`src/rtl/fill_ones_pkg.sv`:
```
// Shared definitions for the serial word-building blocks.
// State encoding lives here so every serial block agrees on it.
package fill_ones_pkg;

  typedef enum logic [0:0] {
    StIdle = 1'b0,
    StFill = 1'b1
  } fill_state_e;

endpackage

```
`src/rtl/fill_ones_ser.sv`:
```
// Serially builds a word whose low n bits are ones, one bit per clock.
// Requests above data_width saturate to all ones and raise sat with done.
module fill_ones_ser
  import fill_ones_pkg::*;
#(
  parameter int unsigned data_width  = 4,
  parameter int unsigned count_width = 3
) (
  input  logic                   clk,
  input  logic                   reset,
  input  logic                   start,
  input  logic [count_width-1:0] count_in,
  output logic [data_width-1:0]  data_out,
  output logic                   busy,
  output logic                   done,
  output logic                   sat
);

  // Index must reach data_width without wrapping.
  localparam int unsigned IdxW = $clog2(data_width + 1);
  localparam logic [count_width-1:0] DwCnt = count_width'(data_width);
  localparam logic [IdxW-1:0] LastIdx = IdxW'(data_width - 1);
  localparam logic [IdxW-1:0] IdxOne  = IdxW'(1);

  fill_state_e           state_q, state_d;
  logic [IdxW-1:0]       n_q, n_d;
  logic [IdxW-1:0]       idx_q, idx_d;
  logic [data_width-1:0] shreg_q, shreg_d;
  logic [data_width-1:0] data_out_q, data_out_d;
  logic                  sat_pend_q, sat_pend_d;
  logic                  busy_q, busy_d;
  logic                  done_q, done_d;
  logic                  sat_q, sat_d;

  always_comb begin
    state_d    = state_q;
    n_d        = n_q;
    idx_d      = idx_q;
    shreg_d    = shreg_q;
    data_out_d = data_out_q;
    sat_pend_d = sat_pend_q;
    busy_d     = busy_q;
    done_d     = 1'b0;
    sat_d      = sat_q;
    unique case (state_q)
      StIdle: begin
        if (start) begin
          if (count_in > DwCnt) begin
            n_d        = IdxW'(data_width);
            sat_pend_d = 1'b1;
          end else begin
            n_d        = IdxW'(count_in);
            sat_pend_d = 1'b0;
          end
          shreg_d = '0;
          idx_d   = '0;
          busy_d  = 1'b1;
          state_d = StFill;
        end
      end
      StFill: begin
        // Bit inserted at step i ends up at position i after the last shift.
        shreg_d                 = shreg_q >> 1;
        shreg_d[data_width-1]   = (idx_q < n_q);
        idx_d                   = idx_q + IdxOne;
        if (idx_q == LastIdx) begin
          data_out_d = shreg_d;
          done_d     = 1'b1;
          sat_d      = sat_pend_q;
          busy_d     = 1'b0;
          state_d    = StIdle;
        end
      end
    endcase
  end

  always_ff @(posedge clk) begin
    if (!reset) begin
      state_q    <= StIdle;
      n_q        <= '0;
      idx_q      <= '0;
      shreg_q    <= '0;
      data_out_q <= '0;
      sat_pend_q <= 1'b0;
      busy_q     <= 1'b0;
      done_q     <= 1'b0;
      sat_q      <= 1'b0;
    end else begin
      state_q    <= state_d;
      n_q        <= n_d;
      idx_q      <= idx_d;
      shreg_q    <= shreg_d;
      data_out_q <= data_out_d;
      sat_pend_q <= sat_pend_d;
      busy_q     <= busy_d;
      done_q     <= done_d;
      sat_q      <= sat_d;
    end
  end

  assign data_out = data_out_q;
  assign busy     = busy_q;
  assign done     = done_q;
  assign sat      = sat_q;

endmodule

```
`config.mk`:
```
export PLATFORM = sky130hd
export DESIGN_NAME = fill_ones_ser
export DESIGN_NICKNAME = d
export VERILOG_FILES = /design/src/rtl/fill_ones_pkg.sv /design/src/rtl/fill_ones_ser.sv
export SDC_FILE = /design/constraint.sdc
export NUM_CORES = 1
export LEC_CHECK = 0
export ABC_CLOCK_PERIOD_IN_PS = 1200
export CAP_MARGIN = 10
export CORE_MARGIN = 10
export CORE_UTILIZATION = 45
export CTS_CLUSTER_DIAMETER = 80
export CTS_CLUSTER_SIZE = 10
export DETAILED_ROUTE_END_ITERATION = 8
export GPL_ROUTABILITY_DRIVEN = 0
export PLACE_DENSITY_LB_ADDON = 0.12
export SLEW_MARGIN = 10
export SYNTH_ARGS = -nofsm -noshare
export SYNTH_HDL_FRONTEND = slang
export SYNTH_SLANG_ARGS = --single-unit
```
`constraint.sdc`:
```
create_clock -name clk -period 1.2 [get_ports clk]
set_input_delay 0.36 -clock clk [delete_from_list [all_inputs] [get_ports clk]]
set_output_delay 0.36 -clock clk [all_outputs]
set_load 0.01 [all_outputs]
```
==> flow_summary.yaml <==
synthesis:
  avgSynthCellArea_um2: 9.38
  syn_inst: 85
  yosys_warnings: 0
  ys_seq_elements: 18
  ys_top_cells_by_area: "dfxtp_1, nand2_1, ha_1"
  synth_nets: 95
  synth_top_area_frac: 0.452
  yosysMostFrequentCell: "dfxtp_1"
  ys_types: 27
  synthTopCellsByCount: "dfxtp_1, nand2_1, nor2b_1"
  syn_area_um2: 797
  ys_seq_area_frac: 0.452
  yosysTopAreaCell: "dfxtp_1"
  synthFlopType: "dfxtp_1"
  async_reset_ff_frac: 0
  synth-edff-count: 0
power:
  total_power_uw: 1140
  peakVddDrop_mv: 0.662
  power_density_nw_per_um2: 1070
  clkPwrFrac: 0.328
  p_seq_frac: 0.552
  power_frac_comb: 0.120
  p_int_uw: 879
  power_switching_share: 0.230
  p_leak_uw: 0.000414
  p_sw_uw: 262
setup_path:
  rr_worst_depth: 5
  end_kind: "register"
  critPathMaxFanout: 2
  r2r_end: "shreg_q[3]"
  crit_required_ps: 1390
  arrival_ps: 1380
  critPathLaunchType: "register"
  r2r_slack_ps: 9
  r2r-start: "idx_q[1]"
  crit_type: "reg2reg"
cells_and_area:
  design_area_um2: 1070
  syn_to_final_growth_pct: 33.9
  fin_nets: 116
  fillCellCount: 141
  drive_gt1_frac: 0.400
  diodes: 0
sta:
  fin_tns_setup_ps: 0
  hold_viol_final: 0
  worst_pin_slew_ps: 267
  min_period_ps: 1190
  fin_hold_ws_ps: 455
  final-setup-viol-count: 0
  fmaxAchievable_mhz: 840
  slew_viol_final: 0
  period_share: 0.992
  skew_ps: 4.71
  relSlewSlack: 0.822
  rsz0062_at_grt: "yes"
floorplan:
  dieArea_um2: 3850
  initial_utilization: 0.467
  die_h_um: 62.1
  pin_count: 13
  coreArea_um2: 1710
  rows: 15
  chipWidth_um: 62.1
clocking:
  cts_tree: "done"
  cts_inserted_buffers: 3
  root_buffer: "clkbuf_4"
  cts_hold_buf: 0
  insertion_delay_ps: 290
  clk_pin_slew_worst_paths_ps: 110
  clock_path_buffers: 2
  cts.sinks: 18
  htreeDepth: 1
min_path:
  hold_depth: 2
  hp-class: "reg2reg"
  min-delay-start: "data_out[1]"
  worst_hold_path.endpoint: "data_out[1]"
global_routing:
  grt_max_degree: 19
  grt_pass1_wl_um: 2670
  grt_overflow: 0
  antenna_found_initial: 0
  grt_pass1_vias: 626
  gr-usage-all-layers: 0.0929
placement:
  dpl_cell_area_um2: 995
  hpwl_um: 1210
  numPortBuffers: 12
detailed_routing:
  ant_nets: 0
  routed_via_density: 4.81
  via_count: 625
  drtPass1Iterations: 2
  avgRoutedWirePerCell_um: 12.9
  wl_um: 1680
  drt-initial-drc-count: 2
  drc: 0
job:
  max_cap_violations: 0
run_status:
  status: "finished clean"
layout make-up:
| type | count | area, um^2 | share of cell area |
|---|---|---|---|
| repair buffers | 19 | 163 | 0.152 |
| flip-flops and latches | 18 | 373 | 0.349 |
| well taps | 25 | 31.3 | 0.0293 |
| clock buffers | 4 | 36.3 | 0.0340 |
| inverters | 4 | 15.0 | 0.0141 |
| multi-input cells | 60 | 449 | 0.421 |
registers in the layout (all words and copies together) (netlist names):
signal      flops
busy            1
data_out        4
done            1
idx_q           3
n_q             3
sat             1
sat_pend_q      1
shreg_q         3
state_q         1
worst max path at each step:
stage,start,to,slack [ps],cells past startpoint
after CTS,done,done,0.4,1
after floorplan,idx_q[0],data_out[3],5,6
final,idx_q[1],shreg_q[3],9,5
after global placement,start,shreg_q[2],-200,5
after global routing,idx_q[1],shreg_q[3],-40,5
after detailed placement,start,shreg_q[2],-250,5
critical path, cell delays in order, from the launching register on:
cell and delay, ps:
dfxtp_2 350, buf_4 140, ha_1 270, nand2_1 70, o211ai_1 170, a21boi_1 90
power by group through the flow:
stage	Combinational, uW	Clock [uW]	Sequential (uW)
after CTS	133	380	627
final	137	374	630
after global placement	133	0	640
after detailed placement	133	0	640
after global routing	152	413	633
after floorplan	67.0	0	639
cell usage in the layout, fill, tap and decap left out, types with 4 or more instances in the layout:
cell type	instances
clkdlybuf4s50_1	5
a21boi_1	6
nand2_1	15
nor2b_1	7
dfxtp_1	8
inv_1	4
a21oi_1	4
dfxtp_2	10
buf_2	7
buf_4	5
routing by layer:
| layer | GRT usage | up-vias | part of all wire |
|---|---|---|---|
| met4 | 0.0478 | 0 | 0.014 |
| met1 | 0.0900 | 286 | 0.42 |
| met3 | 0.0386 | 4 | 0.065 |
| met2 | 0.165 | 9 | 0.50 |
| met5 | 0 | - | 0 |
| li1 | - | 326 | - |
logic make-up (layout without fill, tap and decap cells):
kind of cell               count (synthesis)  in the layout  share of synthesized area
and+or+nand+nor                           36             36                      0.246
AOI/OAI and AO/OA                         19             19                      0.177
adders and majority gates                  4              4                     0.0628
muxes                                      1              1                     0.0126
buffers and inverters                      7             27                     0.0487
DFF                                       18             18                      0.452
per-stage QoR:
stage,worst slack (ps),util,std cells
3_5_place_dp,-249,0.582,125
4_1_cts,0.352,0.601,130
6_report,9.46,0.625,130
2_1_floorplan,5.15,-,85
3_3_place_gp,-200,0.582,125
5_1_grt,-41.9,0.625,130
what timing repair did:
action,in CTS,in global routing
pin swaps,1,3
setup buffers,1,0
resized for setup,37,11
cloned,0,0
setup endpoints to repair,15,10
No activity file was read; power rests on OpenSTA's default activity.
